[src/rtl/unified_mem_arbiter.sv]
// ---------------------------------------------------------------------------------------------
// unified_mem_arbiter
//
// Shares one single-port, byte-addressed, big-endian word memory between the instruction-fetch
// port (IF) and the data port (DM). Level requests are sampled in IDLE, one port is granted,
// the memory is held for MEM_LATENCY cycles, and the owner then sees a 1-cycle ready pulse.
// A RESP cycle follows every access so a requester can drop its request before the next grant.
//
// Optional feature (macro MEM_ARB_RR_EN):
//   defined   : round-robin arbitration. On contention the port that was not granted last wins.
//   undefined : fixed priority, DM over IF. No pointer register exists.
//
// Ports:
//   clk, rst        clock; asynchronous active-high reset
//   i_if_req        IF read request, held until o_if_ready
//   i_if_addr       IF word address (bits [1:0] are ignored)
//   o_if_ready      1-cycle pulse, o_if_rdata valid
//   o_if_rdata      fetched instruction word
//   i_dm_req        DM request, held until o_dm_ready
//   i_dm_wr         DM direction, 1 = write
//   i_dm_addr       DM word address
//   i_dm_wdata      DM write data
//   o_dm_ready      1-cycle pulse, access complete / o_dm_rdata valid
//   o_dm_rdata      DM read data, holds its last value on writes and errors
//   o_dm_err        valid with o_dm_ready: misaligned access, not performed
//   o_mem_en        memory access active
//   o_mem_wr        memory write strobe, final access cycle only
//   o_mem_addr      memory address
//   o_mem_wdata     memory write data
//   i_mem_rdata     memory read data, valid by the final access cycle
// ---------------------------------------------------------------------------------------------
module unified_mem_arbiter #(
    parameter int unsigned ADDR_W      = 32,
    parameter int unsigned DATA_W      = 32,
    parameter int unsigned MEM_LATENCY = 2
) (
    input  logic              clk,
    input  logic              rst,
    input  logic              i_if_req,
    input  logic [ADDR_W-1:0] i_if_addr,
    output logic              o_if_ready,
    output logic [DATA_W-1:0] o_if_rdata,
    input  logic              i_dm_req,
    input  logic              i_dm_wr,
    input  logic [ADDR_W-1:0] i_dm_addr,
    input  logic [DATA_W-1:0] i_dm_wdata,
    output logic              o_dm_ready,
    output logic [DATA_W-1:0] o_dm_rdata,
    output logic              o_dm_err,
    output logic              o_mem_en,
    output logic              o_mem_wr,
    output logic [ADDR_W-1:0] o_mem_addr,
    output logic [DATA_W-1:0] o_mem_wdata,
    input  logic [DATA_W-1:0] i_mem_rdata
);

    localparam int unsigned CNT_W = (MEM_LATENCY > 1) ? $clog2(MEM_LATENCY) : 1;

    typedef enum logic [1:0] {
        IDLE = 2'd0,
        ACC  = 2'd1,
        RESP = 2'd2
    } state_t;

    // State and registered outputs
    state_t            r_state;
    logic [CNT_W-1:0]  r_cnt;
    logic              r_owner_dm;
    logic              r_wr;
    logic              r_if_ready;
    logic [DATA_W-1:0] r_if_rdata;
    logic              r_dm_ready;
    logic [DATA_W-1:0] r_dm_rdata;
    logic              r_dm_err;
    logic              r_mem_en;
    logic              r_mem_wr;
    logic [ADDR_W-1:0] r_mem_addr;
    logic [DATA_W-1:0] r_mem_wdata;

    // Next-state values
    state_t            w_state_nxt;
    logic [CNT_W-1:0]  w_cnt_nxt;
    logic              w_owner_dm_nxt;
    logic              w_wr_nxt;
    logic              w_if_ready_nxt;
    logic [DATA_W-1:0] w_if_rdata_nxt;
    logic              w_dm_ready_nxt;
    logic [DATA_W-1:0] w_dm_rdata_nxt;
    logic              w_dm_err_nxt;
    logic              w_mem_en_nxt;
    logic              w_mem_wr_nxt;
    logic [ADDR_W-1:0] w_mem_addr_nxt;
    logic [DATA_W-1:0] w_mem_wdata_nxt;

    logic              w_any_req;
    logic              w_grant_dm;
    logic              w_dm_misaligned;
    logic [ADDR_W-1:0] w_if_addr_word;

    assign w_any_req       = i_if_req | i_dm_req;
    assign w_dm_misaligned = (i_dm_addr[1:0] != 2'b00);
    // IF is assumed aligned; force it onto a word boundary anyway.
    assign w_if_addr_word  = i_if_addr & ~(ADDR_W'(3));

`ifdef MEM_ARB_RR_EN
    // Owner of the most recent grant; reset value IF, so the first contention goes to DM.
    logic r_last_dm;
    logic w_last_dm_nxt;

    always_comb begin
        if (i_if_req && i_dm_req) begin
            w_grant_dm = ~r_last_dm;
        end else begin
            w_grant_dm = i_dm_req;
        end
    end

    assign w_last_dm_nxt = (r_state == IDLE && w_any_req) ? w_grant_dm : r_last_dm;

    always_ff @(posedge clk or posedge rst) begin
        if (rst) begin
            r_last_dm <= 1'b0;
        end else begin
            r_last_dm <= w_last_dm_nxt;
        end
    end
`else
    assign w_grant_dm = i_dm_req;
`endif

    always_comb begin
        w_state_nxt     = r_state;
        w_cnt_nxt       = r_cnt;
        w_owner_dm_nxt  = r_owner_dm;
        w_wr_nxt        = r_wr;
        w_if_ready_nxt  = 1'b0;
        w_if_rdata_nxt  = r_if_rdata;
        w_dm_ready_nxt  = 1'b0;
        w_dm_rdata_nxt  = r_dm_rdata;
        w_dm_err_nxt    = 1'b0;
        w_mem_en_nxt    = r_mem_en;
        w_mem_wr_nxt    = 1'b0;
        w_mem_addr_nxt  = r_mem_addr;
        w_mem_wdata_nxt = r_mem_wdata;

        case (r_state)
            IDLE: begin
                if (w_any_req) begin
                    w_owner_dm_nxt = w_grant_dm;
                    w_wr_nxt       = w_grant_dm & i_dm_wr;
                    if (w_grant_dm && w_dm_misaligned) begin
                        // Rejected without touching the memory.
                        w_mem_en_nxt   = 1'b0;
                        w_dm_ready_nxt = 1'b1;
                        w_dm_err_nxt   = 1'b1;
                        w_state_nxt    = RESP;
                    end else begin
                        w_mem_en_nxt    = 1'b1;
                        w_mem_addr_nxt  = w_grant_dm ? i_dm_addr : w_if_addr_word;
                        w_mem_wdata_nxt = w_grant_dm ? i_dm_wdata : '0;
                        w_cnt_nxt       = CNT_W'(MEM_LATENCY - 1);
                        // With a single-cycle memory the first ACC cycle is already the last.
                        w_mem_wr_nxt    = w_grant_dm && i_dm_wr && (MEM_LATENCY == 1);
                        w_state_nxt     = ACC;
                    end
                end
            end

            ACC: begin
                if (r_cnt == '0) begin
                    w_mem_en_nxt = 1'b0;
                    if (r_owner_dm) begin
                        w_dm_ready_nxt = 1'b1;
                        if (!r_wr) begin
                            w_dm_rdata_nxt = i_mem_rdata;
                        end
                    end else begin
                        w_if_ready_nxt = 1'b1;
                        w_if_rdata_nxt = i_mem_rdata;
                    end
                    w_state_nxt = RESP;
                end else begin
                    w_cnt_nxt    = r_cnt - CNT_W'(1);
                    // Registered strobe: raise it for the cycle in which r_cnt will read 0.
                    w_mem_wr_nxt = r_wr && (r_cnt == CNT_W'(1));
                end
            end

            RESP: begin
                // Turnaround cycle, no grant.
                w_state_nxt = IDLE;
            end

            default: begin
                w_state_nxt  = IDLE;
                w_mem_en_nxt = 1'b0;
            end
        endcase
    end

    always_ff @(posedge clk or posedge rst) begin
        if (rst) begin
            r_state     <= IDLE;
            r_cnt       <= '0;
            r_owner_dm  <= 1'b0;
            r_wr        <= 1'b0;
            r_if_ready  <= 1'b0;
            r_if_rdata  <= '0;
            r_dm_ready  <= 1'b0;
            r_dm_rdata  <= '0;
            r_dm_err    <= 1'b0;
            r_mem_en    <= 1'b0;
            r_mem_wr    <= 1'b0;
            r_mem_addr  <= '0;
            r_mem_wdata <= '0;
        end else begin
            r_state     <= w_state_nxt;
            r_cnt       <= w_cnt_nxt;
            r_owner_dm  <= w_owner_dm_nxt;
            r_wr        <= w_wr_nxt;
            r_if_ready  <= w_if_ready_nxt;
            r_if_rdata  <= w_if_rdata_nxt;
            r_dm_ready  <= w_dm_ready_nxt;
            r_dm_rdata  <= w_dm_rdata_nxt;
            r_dm_err    <= w_dm_err_nxt;
            r_mem_en    <= w_mem_en_nxt;
            r_mem_wr    <= w_mem_wr_nxt;
            r_mem_addr  <= w_mem_addr_nxt;
            r_mem_wdata <= w_mem_wdata_nxt;
        end
    end

    assign o_if_ready  = r_if_ready;
    assign o_if_rdata  = r_if_rdata;
    assign o_dm_ready  = r_dm_ready;
    assign o_dm_rdata  = r_dm_rdata;
    assign o_dm_err    = r_dm_err;
    assign o_mem_en    = r_mem_en;
    assign o_mem_wr    = r_mem_wr;
    assign o_mem_addr  = r_mem_addr;
    assign o_mem_wdata = r_mem_wdata;

endmodule
[config.mk]
export PLATFORM = sky130hd
export DESIGN_NAME = unified_mem_arbiter
export DESIGN_NICKNAME = d
export VERILOG_FILES = /design/src/rtl/unified_mem_arbiter.sv
export SDC_FILE = /design/constraint.sdc
export NUM_CORES = 1
export LEC_CHECK = 0
export BUFFER_PORTS_ARGS = -buffer_cell sky130_fd_sc_hd__buf_2
export CORE_ASPECT_RATIO = 1.75
export CORE_MARGIN = 2
export CORE_UTILIZATION = 30
export CTS_BUF_LIST = sky130_fd_sc_hd__clkbuf_4
export DETAILED_ROUTE_END_ITERATION = 10
export GPL_TIMING_DRIVEN = 0
export HOLD_SLACK_MARGIN = 0.08
export SLEW_MARGIN = 20
export SYNTH_ARGS = -nofsm -noshare
export SYNTH_HDL_FRONTEND = slang
export SYNTH_SLANG_ARGS = --single-unit
[constraint.sdc]
create_clock -name clk -period 3.9 [get_ports clk]
set_input_delay 0.39 -clock clk [delete_from_list [all_inputs] [get_ports clk]]
set_output_delay 0.39 -clock clk [all_outputs]
set_load 0.02 [all_outputs]
* Yosys cells after proc, flatten, opt, wreduce, memory -nomap -nowiden
Index checks and enable logic that the tools add are counted.
** Word-level totals
- RAM bits :: 0
- Bits in read-only memories :: 0
- Latch bits :: 0
- Register bits :: 138
- Memories :: 0
** Operators by class
- Muxes and demuxes :: 25
- Divide/modulo/power cells :: 0
- Order comparisons :: 0
- Bitwise gates (word level) :: 7
- Reductions and logical operators :: 12
- Shift-type cells :: 0
- Equal/unequal tests :: 5
- $mul :: 0
- $add $sub $neg :: 1
** Operator list (number)
- two-way mux 32 bit :: 2
- two-way mux 1 bit :: 16
- AND reduction 3 bit :: 4
- two-way mux 2 bit :: 3
- inequality test 2 bit, second input constant :: 3
- inverter 1 bit :: 5
- case mux 1 bit (2 select lines) :: 2
- case mux 2 bit (2 select lines) :: 1
- AND reduction 2 bit :: 2
- AND reduction 4 bit :: 1
- nonzero test 2 bit :: 2
- case mux 1 bit (3 select lines) :: 1
- equality test 2 x 1 -> 1 bit, second input constant :: 1
- equality test 2 bit, second input constant :: 1
- logical AND 1 bit :: 2
- zero test 2 bit :: 1
- AND 1 bit :: 1
- bitwise OR 1 bit :: 1
- subtractor 1 bit, second input constant :: 1

* Longest topological paths before layout
- Depth after elaboration :: 5
- Mapped depth :: 5
- Mapped depth without buffers :: 3

* Worst setup path after synthesis
No wires, ideal clock.
- Path type :: input to register
- Start point :: in i_dm_req
- End point :: reg r_mem_addr[11] (netlist: o_mem_addr[11])
- Setup time :: 0.125 ns
- Stages on the path :: 5
- Slack :: 2.267 ns
- Path buffers :: 2
- Arrival :: 1.508 ns
- Cells stage by stage :: buf_2 nor3b_2 o21a_1 buf_4 mux2_2
** On the way
- Word-level cells in the longest chain between the ends :: 3
- Elaborated cells on any way between the ends :: 5
- Classes of those cells :: mux: 1; bitwise: 2; reduce/logical: 2
** RTL lines
- start, declared :: line 43 : input logic i_dm_req,
- logical AND 1 bit :: line 151 : if (w_grant_dm && w_dm_misaligned) begin
- inverter 1 bit (no line)
- AND reduction 3 bit (no line)
- end signal, assigned :: line 228 : r_mem_addr <= w_mem_addr_nxt;
- end, declared :: line 77 : logic [ADDR_W-1:0] r_mem_addr;
Parallel ways exist; a longest one is shown, timed or not.
A chain may end at the register's enable or synchronous reset.

* Worst setup path in the final report
- Start point :: reg r_state[1]
- End point :: reg r_if_rdata[17] (netlist: o_if_rdata[17])
** On the way
- Word-level cells in the longest chain between the ends :: 2
** RTL lines
- start, declared :: line 66 : state_t r_state;
- start signal, assigned :: line 217 : r_state <= w_state_nxt;
- equality test 2 x 1 -> 1 bit :: line 146 : case (r_state)
- AND reduction 3 bit (no line)
- end signal, assigned :: line 222 : r_if_rdata <= w_if_rdata_nxt;
- end, declared :: line 71 : logic [DATA_W-1:0] r_if_rdata;
Every way passes these cells.

==> results.txt <==
----------------------------------------------------
[Detailed routing]
  Highest routing layer actually used ... met4
  DRC violations left ... 0
  Via count ... ~4300
  Met2 wirelength from detailed routing ... 8470 um
  Detailed-router iteration count before antenna repair ... 3
  Detail Route Antenna Nets ... 0
  Average routed wire per standard cell ... approximately 16 um
  Metal1 wirelength ... 5390 um
  DRC marker count from the first detailed-route iteration ... approximately 110
  Met3 WL ... a little over 800 um
  Wirelength, routed ... 14900 um
  Post-DR vias/cell ... between 4 and 5

[CTS]
  Cells resized by post-CTS repair ... 0
  H-tree depth ... 4
  Setup Buffers After CTS ... 0
  Number of buffers created by CTS ... 17
  Number of clock sinks ... 138
  Buffer depth of the longest clock path ... 2
  Insertion delay of the later-clocked pin in the worst-skew pair ... approximately 0.52 ns
  Clk root buf ... clkbuf_4
  Clock tree from TritonCTS ... built
  Clock transition at the registers of the reported paths ... 0.13 ns

[Critical path]
  Internal reg-to-reg setup slack ... 2.00 ns
  Count of buffering cells on the critical path with inverters included ... 1
  Crit path launch type ... flop
  Slowest stage cell, crit path ... dfrtp_1
  Cell family contributing the most delay on the critical path ... simple AND/OR/NAND/NOR gates
  Worst EP arrival ... 2.30 ns
  Worst EP required ... about 4.3 ns
  Critical-path cell list ... nand2b_4 -> nor3_2 -> buf_6 -> mux2_2
  Max incr delay on CP ... 0.49 ns
  Crit path capture type ... flop
  Largest fanout on the critical path ... 10
  Kind of critical path ... flop to flop

[Yosys]
  Number of different library cells in the post-synthesis netlist ... 28
  Synth Flop Type ... dfrtp_1
  Async set or reset register ratio after synthesis ... between 90% and 100%
  Total number of yosys warnings ... 0
  Synthesized netlist net count ... ~480
  Mapped Area ... 5490 um^2
  Library cell with the highest instance count after synthesis ... dfrtp_1
  Mean area per synthesized cell ... 15.9 um^2
  Yosys top cell by area ... dfrtp_1
  Share of the yosys chip area belonging to registers ... a little over three fifths
  Number of enable-type register cells in the synthesized netlist ... 0
  Largest cells by area after synthesis ... dfrtp_1 63%, mux2_2 25%, a22o_1 5.3%
  Area share of the largest cell type after synthesis ... 62.9%
  Commonest cells in the synthesized netlist ... 138 x dfrtp_1, 122 x mux2_2, 33 x a22o_1, 7 x buf_2
  Synthesis-stage register bit count ... 138
  Gate count after technology mapping ... approximately 350

[Finish]
  Filler cell count ... between 1500 and 2000
  Area growth, synth to finish ... 48.5%
  Layout cells sized above 1 ... roughly 62%
  Post-route cell area ... 8160 um^2
  Count of placed standard cells in the final layout, fillers left out ... 946
  Area of combinational cells with multiple inputs ... roughly 1900 um^2
  Final Core Density ... a little under half
  Total number of nets in the final design ... 831
  Sequential cell area ... ~3500 um^2

[Timing]
  Fraction of the cycle the final worst path needs ... roughly half
  Worst rel slew slack ... 58.8%
  Count of endpoints failing setup in the final report ... 0
  Pin slew with the least headroom to its limit ... roughly 0.62 ns
  Slew Viols, Final ... 0
  Final-report hold violation count ... 0
  Post-route clock skew ... around 0.018 ns
  Unrepaired setup endpoints after global routing ... no
  Sum of negative setup slack ... 0 ns
  Worst path setup slack after routing ... between 2 and 2.5 ns
  Peak clock frequency supported by timing ... roughly 530 MHz
  Minimum clock period after layout ... roughly 1.9 ns

[Power]
  P_leak ... 4.04 nW
  IR Drop Worst-Case VDD ... 0.299 mV
  Ratio of total power to cell area ... 775 nW/um^2

[Floorplanning]
  Vertical die dimension ... approximately 180 um
  Die outline width ... roughly 110 um
  Total Die Area ... between 15000 and 20000 um^2
  Cell Rows ... 65
  Ports placed on the boundary ... 266
  Initial standard-cell utilization of the core ... 30.6%
  Floorplan Core Area ... 18000 um^2

[GRT]
  Pin count of the biggest net entering global routing ... 37
  Overflow after GRT ... 0
  Initial antenna violation count ... 1
  Wire length of the first global-routing pass ... about 24000 um
  Number of global-route vias before repair ... about 5000
  GRT Overall Usage ... about 15%

[Worst hold path]
  Class of the tightest hold or removal check ... input pin to flop

[Place]
  DP Cell Count ... approximately 850
  Dpl hpwl ... around 11000 um
  Placement-stage cell area ... around 7200 um^2
  Placer's final routability congestion estimate ... around 0.76
  Setup slack at placement ... roughly 2 ns
  Count of port buffers added during placement ... roughly 260

[Run]
  Max cap viols ... 0

[Status]
  Result of the run ... finished, final reports clean

----------------------------------------------------
==> registers in the layout, indices dropped and copies added, names as in the netlist, 2 cells and up <==
name and count:
o_mem_wdata 32, o_dm_rdata 32, o_if_rdata 32, r_state 2
o_mem_addr 32
==> cells by family (layout without fill, tap and decap cells) <==
group / Yosys count / after routing / synth area share [%]
flops: 138 / 138 / 62.9
buf+inv: 21 / 386 / 2.62
mux: 124 / 124 / 25.4
compound gates: 42 / 42 / 6.40
other cells: 0 / 1 / 0
simple gates: 21 / 21 / 2.69
==> cell usage in the layout (no fill, tap or decap), types with 4 or more instances in the layout <==
cell type / count
mux2_2: 122
dlygate4sd3_1: 67
nand2_1: 6
buf_6: 6
dfrtp_1: 138
buf_2: 269
a22o_1: 33
clkbuf_4: 17
clkinvlp_4: 4
buf_12: 4
==> per-layer routing <==
metal / up-vias / GRT usage, %
met3: 17 / 4.34
met2: 160 / 29.9
met5: - / 0
met1: 2161 / 15.0
met4: 0 / 6.63
li1: 1957 / -
==> report_power, final <==
part | internal (mW) | switching [mW] | total (mW)
clock | 0.445 | 0.547 | 0.993
combinational | 1.24 | 1.59 | 2.83
sequential | 2.11 | 0.389 | 2.50
==> repair_timing <==
action	CTS	global route
setup endpoints to repair	0	0
endpoints found under the hold margin	174	0
hold buffers	67	0
==> final cells by class <==
cell class,instances,area share [%]
Multi-Input combinational cell,187,23.2
Buffer,19,1.67
Timing Repair Buffer,333,25.3
Antenna cell,1,0.0307
Clock buffer,17,1.56
Inverter,2,0.138
Clock inverter,15,2.13
Tap cell,234,3.59
Sequential cell,138,42.3
==> path summary, 6_finish.rpt <==
kind / from / end / cells after the start
hold reg to reg: o_dm_rdata[24]$_DFFE_PP0P_ / o_dm_rdata[24]$_DFFE_PP0P_ / 1
setup / recovery: r_state[1]$_DFFE_PP0P_ / o_if_rdata[17]$_DFFE_PP0P_ / 4
hold / removal: i_if_addr[25] / o_mem_addr[25]$_DFFE_PP0P_ / 3
min in group asynchronous: rst / o_if_rdata[19]$_DFFE_PP0P_ / 3
setup reg to reg: r_state[1]$_DFFE_PP0P_ / o_if_rdata[17]$_DFFE_PP0P_ / 4
max in group asynchronous: rst / o_mem_addr[30]$_DFFE_PP0P_ / 5
==> worst min-delay path, cell delays in order <==
cell and delay (ns):
buf_2 0.07, mux2_2 0.12, mux2_2 0.13
==> stage by stage <==
step | hold slack, ns | total power, mW
3_5_place_dp | 0.378 | 5.33
4_1_cts | 0.126 | 6.41
3_3_place_gp | 0.468 | 5.24
6_report | 0.215 | 6.32
5_1_grt | 0.148 | 6.69
2_1_floorplan | 0.523 | 4.28
No activity file was read; power rests on OpenSTA's default activity.
